[config.mk]
export PLATFORM = sky130hd
export DESIGN_NAME = fir_tdm_filter_flat
export DESIGN_NICKNAME = d
export VERILOG_FILES = /design/src/rtl/fir_pkg.sv /design/src/rtl/fir_tdm_filter_if.sv /design/src/rtl/fir_mac.sv /design/src/rtl/fir_tdm_filter.sv /design/src/flat_wrapper.sv
export SDC_FILE = /design/constraint.sdc
export NUM_CORES = 2
export LEC_CHECK = 0
export CORE_MARGIN = 2
export CORE_UTILIZATION = 35
export DETAILED_ROUTE_END_ITERATION = 10
export PLACE_DENSITY_LB_ADDON = 0.25
export REMOVE_ABC_BUFFERS = 1
export SLEW_MARGIN = 10
export SYNTH_ARGS = -nofsm -noshare
export SYNTH_HDL_FRONTEND = slang
export SYNTH_SLANG_ARGS = --single-unit
[constraint.sdc]
create_clock -name clk -period 13.4 [get_ports clk]
set_input_delay 4.02 -clock clk [delete_from_list [all_inputs] [get_ports clk]]
set_output_delay 4.02 -clock clk [all_outputs]
set_load 0.005 [all_outputs]
[src/rtl/fir_pkg.sv]
// Shared types and helpers for the time-multiplexed FIR filter.
// Build option FIR_SATURATE_EN: clamp the output instead of wrapping it.
package fir_pkg;

   localparam int FMT_W = 64;

   typedef enum logic [1:0] {
      IDLE,
      MAC,
      DONE
   } fir_state_e;

   function automatic int acc_width(input int dw, input int cw, input int taps);
      return dw + cw + $clog2(taps);
   endfunction

   // Reduce a sign-extended value to out_w bits; result stays sign-extended to FMT_W.
   function automatic logic signed [FMT_W-1:0] fit_width(input logic signed [FMT_W-1:0] y,
                                                         input int out_w);
      logic signed [FMT_W-1:0] res;
`ifdef FIR_SATURATE_EN
      logic signed [FMT_W-1:0] hi;
      logic signed [FMT_W-1:0] lo;
      hi = (64'sd1 <<< (out_w - 1)) - 64'sd1;
      lo = -hi - 64'sd1;
      if (y > hi)      res = hi;
      else if (y < lo) res = lo;
      else             res = y;
`else
      res = (y <<< (FMT_W - out_w)) >>> (FMT_W - out_w);
`endif
      return res;
   endfunction

endpackage

[src/rtl/fir_tdm_filter_if.sv]
// Sample, result and coefficient ports of fir_tdm_filter grouped as one bundle.
interface fir_tdm_filter_if #(
   parameter int DW    = 16,
   parameter int CW    = 16,
   parameter int OUT_W = 24,
   parameter int TAPS  = 21
);
   logic                     in_valid;
   logic                     in_ready;
   logic [DW-1:0]            in_data;
   logic                     out_valid;
   logic [OUT_W-1:0]         out_data;
   logic                     coef_valid;
   logic                     coef_ready;
   logic [CW-1:0]            coef_data;
   logic [$clog2(TAPS)-1:0]  coef_rd_idx;
   logic [CW-1:0]            coef_rd_data;

   modport master (
      output in_valid, in_data, coef_valid, coef_data, coef_rd_idx,
      input  in_ready, out_valid, out_data, coef_ready, coef_rd_data
   );

   modport slave (
      input  in_valid, in_data, coef_valid, coef_data, coef_rd_idx,
      output in_ready, out_valid, out_data, coef_ready, coef_rd_data
   );
endinterface

[src/rtl/fir_mac.sv]
// Single signed multiply-accumulate; acc_next exposes the value the register takes next edge.
module fir_mac #(
   parameter int DW   = 16,
   parameter int CW   = 16,
   parameter int ACCW = 35
) (
   input  logic                   clk,
   input  logic                   reset,
   input  logic                   clr,
   input  logic                   en,
   input  logic signed [DW-1:0]   a,
   input  logic signed [CW-1:0]   b,
   output logic signed [ACCW-1:0] acc_next
);
   logic signed [DW+CW-1:0] prod;
   logic signed [ACCW-1:0]  acc_q, acc_d;

   // NOTE: every always_comb output gets a default first, so no path can infer a latch.
   always_comb begin
      prod  = a * b;
      acc_d = acc_q;
      if (clr)     acc_d = '0;
      else if (en) acc_d = acc_q + {{(ACCW-DW-CW){prod[DW+CW-1]}}, prod};
   end

   assign acc_next = acc_d;

   // NOTE: sequential state is written with <= only, so every flop samples pre-edge values.
   always_ff @(posedge clk) begin
      if (reset) acc_q <= '0;
      else       acc_q <= acc_d;
   end
endmodule

[src/rtl/fir_tdm_filter.sv]
// Time-multiplexed signed FIR: one multiplier walks TAPS products per accepted sample.
// Output reduction depends on FIR_SATURATE_EN (see fir_pkg::fit_width).
module fir_tdm_filter
   import fir_pkg::*;
#(
   parameter int TAPS  = 21,
   parameter int DW    = 16,
   parameter int CW    = 16,
   parameter int OUT_W = 24,
   parameter int SHIFT = 8
) (
   input logic             clk,
   input logic             reset,
   fir_tdm_filter_if.slave bus
);
   localparam int ACCW = acc_width(DW, CW, TAPS);
   localparam int PW   = $clog2(TAPS);

   fir_state_e            state_q, state_d;
   logic [PW-1:0]         wp_q, wp_d, k_q, k_d, rd_idx;
   logic signed [DW-1:0]  dl_q [TAPS];
   logic signed [DW-1:0]  dl_d [TAPS];
   logic signed [CW-1:0]  coef_q [TAPS];
   logic signed [CW-1:0]  coef_d [TAPS];
   logic                  out_valid_q, out_valid_d;
   logic [OUT_W-1:0]      out_data_q, out_data_d;
   logic                  mac_clr, mac_en;
   logic signed [ACCW-1:0]  acc_next;
   logic signed [FMT_W-1:0] acc_ext, y_fit;

   // x[n-k] lives at (wp-k) mod TAPS; the wrap branch is exact modulo 2^PW.
   always_comb begin
      rd_idx = (wp_q >= k_q) ? wp_q - k_q : wp_q + PW'(TAPS) - k_q;
   end

   fir_mac #(.DW(DW), .CW(CW), .ACCW(ACCW)) u_mac (
      .clk      (clk),
      .reset    (reset),
      .clr      (mac_clr),
      .en       (mac_en),
      .a        (dl_q[rd_idx]),
      .b        (coef_q[k_q]),
      .acc_next (acc_next)
   );

   always_comb begin
      acc_ext = {{(FMT_W-ACCW){acc_next[ACCW-1]}}, acc_next};
      y_fit   = fit_width(acc_ext >>> SHIFT, OUT_W);
   end

   always_comb begin
      state_d        = state_q;
      wp_d           = wp_q;
      k_d            = k_q;
      dl_d           = dl_q;
      coef_d         = coef_q;
      out_valid_d    = 1'b0;
      out_data_d     = out_data_q;
      mac_clr        = 1'b0;
      mac_en         = 1'b0;
      bus.in_ready   = 1'b0;
      bus.coef_ready = 1'b0;
      unique case (state_q)
         IDLE: begin
            bus.in_ready   = 1'b1;
            bus.coef_ready = 1'b1;
            if (bus.coef_valid) begin
               for (int i = TAPS - 1; i > 0; i--) coef_d[i] = coef_q[i-1];
               coef_d[0] = signed'(bus.coef_data);
            end
            if (bus.in_valid) begin
               dl_d[wp_q] = signed'(bus.in_data);
               mac_clr    = 1'b1;
               k_d        = '0;
               state_d    = MAC;
            end
         end
         MAC: begin
            mac_en = 1'b1;
            k_d    = k_q + PW'(1);
            // Register the result on the last product so it is valid throughout DONE.
            if (k_q == PW'(TAPS - 1)) begin
               out_valid_d = 1'b1;
               out_data_d  = OUT_W'(y_fit);
               state_d     = DONE;
            end
         end
         DONE: begin
            wp_d    = (wp_q == PW'(TAPS - 1)) ? '0 : wp_q + PW'(1);
            state_d = IDLE;
         end
         default: state_d = IDLE;
      endcase
   end

   always_comb begin
      bus.coef_rd_data = '0;
      if (int'(bus.coef_rd_idx) < TAPS) bus.coef_rd_data = coef_q[bus.coef_rd_idx];
   end

   assign bus.out_valid = out_valid_q;
   assign bus.out_data  = out_data_q;

   // NOTE: delay line and coefficients are flops, so they must be cleared on reset like any state.
   always_ff @(posedge clk) begin
      if (reset) begin
         state_q     <= IDLE;
         wp_q        <= '0;
         k_q         <= '0;
         out_valid_q <= 1'b0;
         out_data_q  <= '0;
         dl_q        <= '{default: '0};
         coef_q      <= '{default: '0};
      end else begin
         state_q     <= state_d;
         wp_q        <= wp_d;
         k_q         <= k_d;
         out_valid_q <= out_valid_d;
         out_data_q  <= out_data_d;
         dl_q        <= dl_d;
         coef_q      <= coef_d;
      end
   end
endmodule

[src/flat_wrapper.sv]
// flat-port wrapper written by rule: the top's interface ports become plain ports
module fir_tdm_filter_flat import fir_pkg::*;
#(
   parameter int TAPS  = 21,
   parameter int DW    = 16,
   parameter int CW    = 16,
   parameter int OUT_W = 24,
   parameter int SHIFT = 8
)
  (clk, reset, bus_in_valid, bus_in_data, bus_coef_valid, bus_coef_data, bus_coef_rd_idx, bus_in_ready, bus_out_valid, bus_out_data, bus_coef_ready, bus_coef_rd_data);
  fir_tdm_filter_if #(.DW(DW), .CW(CW), .OUT_W(OUT_W), .TAPS(TAPS)) bus_i ();
  input logic clk;
  input logic reset;
  input wire logic [$bits(bus_i.in_valid)-1:0] bus_in_valid;
  input wire logic [$bits(bus_i.in_data)-1:0] bus_in_data;
  input wire logic [$bits(bus_i.coef_valid)-1:0] bus_coef_valid;
  input wire logic [$bits(bus_i.coef_data)-1:0] bus_coef_data;
  input wire logic [$bits(bus_i.coef_rd_idx)-1:0] bus_coef_rd_idx;
  output wire logic [$bits(bus_i.in_ready)-1:0] bus_in_ready;
  output wire logic [$bits(bus_i.out_valid)-1:0] bus_out_valid;
  output wire logic [$bits(bus_i.out_data)-1:0] bus_out_data;
  output wire logic [$bits(bus_i.coef_ready)-1:0] bus_coef_ready;
  output wire logic [$bits(bus_i.coef_rd_data)-1:0] bus_coef_rd_data;
  assign bus_i.in_valid = bus_in_valid;
  assign bus_i.in_data = bus_in_data;
  assign bus_i.coef_valid = bus_coef_valid;
  assign bus_i.coef_data = bus_coef_data;
  assign bus_i.coef_rd_idx = bus_coef_rd_idx;
  assign bus_in_ready = bus_i.in_ready;
  assign bus_out_valid = bus_i.out_valid;
  assign bus_out_data = bus_i.out_data;
  assign bus_coef_ready = bus_i.coef_ready;
  assign bus_coef_rd_data = bus_i.coef_rd_data;
  fir_tdm_filter #(.TAPS(TAPS), .DW(DW), .CW(CW), .OUT_W(OUT_W), .SHIFT(SHIFT)) u_core (.clk(clk), .reset(reset), .bus(bus_i));
endmodule
Yosys cells after proc, flatten, opt, wreduce, memory -nomap -nowiden
Index checks and enable logic that the tools add are counted.

storage, ports and cells
  register bits = 746
  input port bits = 41
  logic and storage cells = 111
  output and inout port bits = 43

cells by class
  order comparisons = 7
  multipliers = 1
  eq/ne operators = 6
  add/subtract/negate cells = 6
  bitwise operators = 5
  reduce and logical (&&, ||, !) cells = 10
  muxes and demuxes = 27

operators with widths
  cell                   count
  $bwmux W336            1
  $bmux W16 S5           3
  $mux W16               8
  $demux W16 S5          1
  $mux W32               2
  $add A37 B37 Y37       1
  $mul A16 B16 Y32       1
  $ge A6 B6 Y1 const B   4
  $not A5 Y6             4
  $mux W5                3
  $add A5 B1 Y5 const B  2
  $eq A5 B5 Y1 const B   2
  $pmux W5 S2            1
  $reduce_and A2 Y1      5
  $sub A5 B5 Y5          2
  $lt A6 B1 Y1 const B   1
  $add A5 B5 Y5 const B  1
  $ge A5 B5 Y1           1
  $lt A5 B5 Y1 const B   1
  $mux W1                5
  $mux W2                2
  $pmux W2 S2            1
  $reduce_or A2 Y1       2
  $eq A2 B1 Y1 const B   1
  7 further kinds        7

Depth between registers and ports, before layout
  depth in word-level cells = 11
  gate-level depth with buffers = 54
  gate-level depth less buffers = 46

Cells and area by module
Synthesis repeated with hierarchy kept, for this count alone.

second synthesis, totals
  cells, all modules = 5624
  area total of the unflattened synthesis = 45960.3 sq um

by module, submodules not included
  module          cells each  area an instance (sq um)  times used
  fir_tdm_filter  4064        32543.7                   1
  fir_mac         1560        13416.6                   1

Worst setup path before layout
No wires, ideal clock.

  kind = reg2reg
  from = reg u_core.k_q[0]
  to = reg u_core.u_mac.acc_q[31]
  clock period less this slack = 11.670 ns
  path slack = 1.730 ns
  cell stages (with the launch flop) = 52
  required time = 13.330 ns
  data arrival time = 11.600 ns
  cell sequence = dfxtp_1 > buf_2 > buf_4 > buf_2 > buf_2 > buf_2 > inv_1 > ha_1 > nor2b_2 > o31ai_2 > a31o_1 > buf_6 > mux2_4 > buf_6 > buf_6 > buf_6 > buf_6 > nand2_1 > [16 not listed] > a21oi_1 > o21ai_0 > a31o_2 > a21oi_1 > o21ai_0 > or2_2 > a21oi_1 > xnor2_1 > ha_1 > clkbuf_1 > nand2_1 > or4_1 > o221ai_1 > a21oi_1 > xnor2_1 > xnor2_1 > or3_1 > a21oi_1

between the ends
  cells in the longest elaborated chain, start to end = 10
  elaborated cells between the ends (all ways) = 16
  classes of those cells = add/sub (3); mul (1); order compare (1); mux (9); bitwise (2)

RTL lines
  what                                                  RTL line               source
  start: declaration                                    fir_tdm_filter.sv:20   logic [PW-1:0] wp_q, wp_d, k_q, k_d, rd_idx;
  start signal: assignment                              fir_tdm_filter.sv:117  k_q <= k_d;
  $sub A5 B5 Y5 / $ge A5 B5 Y1 (equally long branches)  fir_tdm_filter.sv:33   rd_idx = (wp_q >= k_q) ? wp_q - k_q : wp_q + PW'(TAPS) - k_q;
  $mux W5                                               fir_tdm_filter.sv:33
  $not A5 Y6 (not written as such)                      fir_tdm_filter.sv:41   .a (dl_q[rd_idx]),
  $bmux W16 S5                                          fir_tdm_filter.sv:41
  $mux W16 (not written as such) (2 in series)          fir_tdm_filter.sv:41
  $mul A16 B16 Y32 *                                    fir_mac.sv:20          prod = a * b;
  $add A37 B37 Y37 *                                    fir_mac.sv:23          else if (en) acc_d = acc_q + {{(ACCW-DW-CW){prod[DW+CW-1]}}, prod};
  $mux W32 *                                            fir_mac.sv:23
  $mux W32 *                                            fir_mac.sv:22          if (clr) acc_d = '0;
  end signal: assignment                                fir_mac.sv:30          if (reset) acc_q <= '0;
  end signal: assignment                                fir_mac.sv:31          else acc_q <= acc_d;
  end: declaration                                      fir_mac.sv:16          logic signed [ACCW-1:0] acc_q, acc_d;

Every way passes the cells marked *; elsewhere a longest branch is shown, timed or not. The select of a mux whose other input is x is not followed.
A chain may end at the register's enable or synchronous reset.

Worst setup path in the final report
  from = reg u_core.k_q[1]
  to = reg u_core.u_mac.acc_q[31]

The elaborated chain is that of the path after synthesis.

==> metrics.md <==
| Metric | Value |
|---|---|
| Max IR drop VDD | `0.09846 mV` |
| Worst setup EP type | `flop` |
| CP peak stage delay | `about 660 ps` |
| Vias | `40,020` |
| Rows | `133` |
| EDFF count, synth | `0` |
| Global route total overflow | `0` |
| Max_cap viols | `0` |
| Reg area | `14,840 µm²` |
| RR Endpoint | `u_core.u_mac.acc_q[31]$_SDFF_PP0_` |
| NetSw | `0.002144 W` |
| Post-CTS resize count | `0` |
| Worst-path clk slew | `60 ps` |
| Initial antenna violation count | `1` |
| Post-layout util | `0.3909` |
| Clk_skew | `30.93 ps` |
| Fillers | `13,350` |
| Worst Setup SP | `u_core.k_q[1]$_SDFFE_PP0P_` |
| Internal power of the cells | `0.004268 W` |
| Wire length per cell | `20.25 µm` |
| Commonest register cell after synthesis | `dfxtp_1` |
| Worst Tran Pin Value | `1318 ps` |
| Worst R2R Start | `u_core.k_q[1]$_SDFFE_PP0P_` |
| H-tree depth | `3` |
| Total GRT Usage | `0.2179` |
| Pin count of the biggest net entering global routing | `244` |
| First-pass GRT wire length | `232,300 µm` |
| Starting density of the core | `0.3513` |
| Port bufs | `83` |
| DRT Pass-1 Iters | `7` |
| CTS tree | `built` |
| Clock Power Share | `0.383` |
| Footprint of the multi-input gates | `28,300 µm²` |
| Status | `finished, final reports clean` |
| P&R area growth vs syn | `11.28%` |
| 1st-iter DRT viols | `3,875` |
| Total CTS buffers | `87` |
| DRT Wirelength | `149,100 µm` |
| Gp weighted congestion | `0.9291` |
| Hold Path Origin | `u_core.bus.out_data[20]$_SDFFE_PP0P_` |
| Worst Hold Margin | `about 450 ps` |
| R2R cell count | `43` |
| Post-route ant nets | `0` |
| Netlist cell types | `84` |
| Register area share after synthesis | `0.3224` |
| CP max FO | `31` |
| Mapped Area | `roughly 46,000 µm²` |
| Fraction of layout cells with a size suffix above 1 | `0.08131` |
| Height of the die | `between 300 and 400 µm` |
| Slew headroom | `0.1185` |
| Nets | `5,980` |
| Number of global-route vias before repair | `between 30,000 and 40,000` |
| Final hold vios | `0` |
| Critical Path AT | `13,180 ps` |
| Final min period | `~13,000 ps` |
| Worst skew pair latency | `720 ps` |
| Design area | `around 50,000 µm²` |
| Hold_buf cts | `0` |
| Area of the core | `131,000 µm²` |
| Yosys warns | `0` |
| RSZ-0062 raised after global routing | `no` |
| Ports | `84` |
| Max stage delay cell, worst path | `a221oi_2` |
| Worst Setup EP | `u_core.u_mac.acc_q[31]$_SDFF_PP0_` |
| #FFs+latches synth | `741` |
| Hpwl dp | `95,240 µm` |
| Routed vias/inst | `5.436` |
| Worst setup SP type | `flop` |
| Leakage | `18.18 nW` |
| Clock buffer depth | `3` |
| Commonest non-fill, non-tap cells in the layout | `nand2_1, a21oi_1, dfxtp_1` |
| Most common cell after layout, fill and taps aside | `nand2_1` |
| Async set-reset flop share out of synthesis | `0` |
| # diodes | `0` |
| Logic pwr share | `0.266` |
| Die Wd | `366.6 µm` |
| WP data required | `~14,000 ps` |
| TritonCTS Sinks | `741` |
| Post-Synthesis Cells | `between 5,000 and 6,000` |
| Root Driver | `clkbuf_16` |
| Pwr dens | `roughly 130 nW/µm²` |
| Setup_tns | `0 ps` |
| Die Area | `approximately 130,000 µm²` |
| Switching share of power | `0.3343` |
| R2R Setup Slk | `about 850 ps` |
| Syn_area_per_cell | `8.090 µm²` |
| Residual DRC | `0` |
| Kind of critical path | `flop to flop` |
| Part of the power in registers | `0.351` |
| Achievable Freq | `0.07965 GHz` |
| Fraction of the cycle the final worst path needs | `0.9369` |
| Post-CTS Setup Inserts | `0` |
| # setup viols final | `0` |
| Placed Area | `48,260 µm²` |
| HP Class | `flop to flop` |
| Final max-slew violation count | `0` |
## layer usage
| layer | vias up | track usage | share of wire |
|---|---|---|---|
| met5 | - | 0 | 0 |
| met3 | 258 | 0.03473 | 0.063 |
| met1 | 19810 | 0.2922 | 0.44 |
| met4 | 0 | 0.07653 | 0.033 |
| li1 | 18730 | - | - |
| met2 | 1229 | 0.3548 | 0.46 |
## sequential cells by signal, indices dropped and copies added (netlist names)
| signal | count |
|---|---|
| u_core.bus.out_data | 24 |
| u_core.dl_q | 336 |
| u_core.state_q | 2 |
| u_core.bus.out_valid | 1 |
| u_core.wp_q | 5 |
| u_core.coef_q | 336 |
| u_core.k_q | 5 |
| u_core.u_mac.acc_q | 32 |
## layout make-up
type / count / share of cell area
clock buffers: 135 / 0.05134
clock inverters: 19 / 0.006158
inverters: 340 / 0.02493
multi-input cells: 4184 / 0.5528
flip-flops and latches: 741 / 0.2899
well taps: 1755 / 0.04289
repair buffers: 189 / 0.03204
## per-stage QoR
step,power [W],cells,setup WS (ps)
after floorplan,0.003424,5265,-4149
after global placement,0.003998,7209,1269
after detailed placement,0.003997,7209,1077
after CTS,0.006476,7363,979.9
after global routing,0.006733,7363,197.3
final,0.006411,7363,845.0
## logic make-up (layout without fill, tap and decap cells)
logic type,count (synthesis),count (layout),synth area share
compound gates,1265,1265,0.1622
xor+xnor,74,74,0.01482
fa+ha+maj,396,396,0.1513
buf+inv,762,683,0.06532
flops,741,741,0.3224
mux,266,266,0.09110
simple gates,2183,2183,0.1928
## synth_stat cells (all sizes together), types with 31 or more instances
| master | n | share of area |
|---|---|---|
| a21oi | 858 | 0.093 |
| a221oi | 43 | 0.0099 |
| a22oi | 51 | 0.0083 |
| and2 | 37 | 0.0050 |
| buf | 81 | 0.0098 |
| clkbuf | 341 | 0.028 |
| dfxtp | 741 | 0.32 |
| fa | 267 | 0.12 |
| ha | 129 | 0.035 |
| inv | 339 | 0.028 |
| mux2 | 36 | 0.0089 |
| mux2i | 112 | 0.024 |
| mux4 | 118 | 0.058 |
| nand2 | 1675 | 0.14 |
| nand2b | 50 | 0.0068 |
| nand3 | 106 | 0.012 |
| nand4 | 31 | 0.0042 |
| nor2 | 199 | 0.017 |
| o21ai | 87 | 0.0095 |
| o221ai | 31 | 0.0059 |
| xnor2 | 51 | 0.0097 |
## critical path: cells and delay by family, from the launching register on
kind,cells,cell delay (ps)
AOI/OAI and AO/OA,12,3230
and+or+nand+nor,7,1870
muxes,1,550
DFF,1,340
adders and majority gates,11,4820
xor gates and xnor gates,4,700
buffers and inverters,8,930
## worst min path at each step
stage / to / slack [ps] / cells past startpoint
2_1_floorplan: u_core.dl_q[106]$_SDFFE_PP0P_ / 430 / 2
5_1_grt: u_core.dl_q[143]$_SDFFE_PP0P_ / 470 / 2
6_report: u_core.bus.out_data[20]$_SDFFE_PP0P_ / 450 / 2
4_1_cts: u_core.bus.out_data[20]$_SDFFE_PP0P_ / 450 / 2
3_3_place_gp: u_core.dl_q[206]$_SDFFE_PP0P_ / 440 / 2
3_5_place_dp: u_core.bus.out_data[20]$_SDFFE_PP0P_ / 440 / 2
## power groups by stage
stage	sequential [W]	clock, W	combinational [W]
CTS	0.00225	0.00251	0.00172
global route	0.00226	0.00259	0.00189
finish	0.00225	0.00245	0.00170
global placement	0.00230	0	0.00170
detailed placement	0.00230	0	0.00170
floorplan	0.00231	0	0.00112
(Power assumes the default switching activity.)
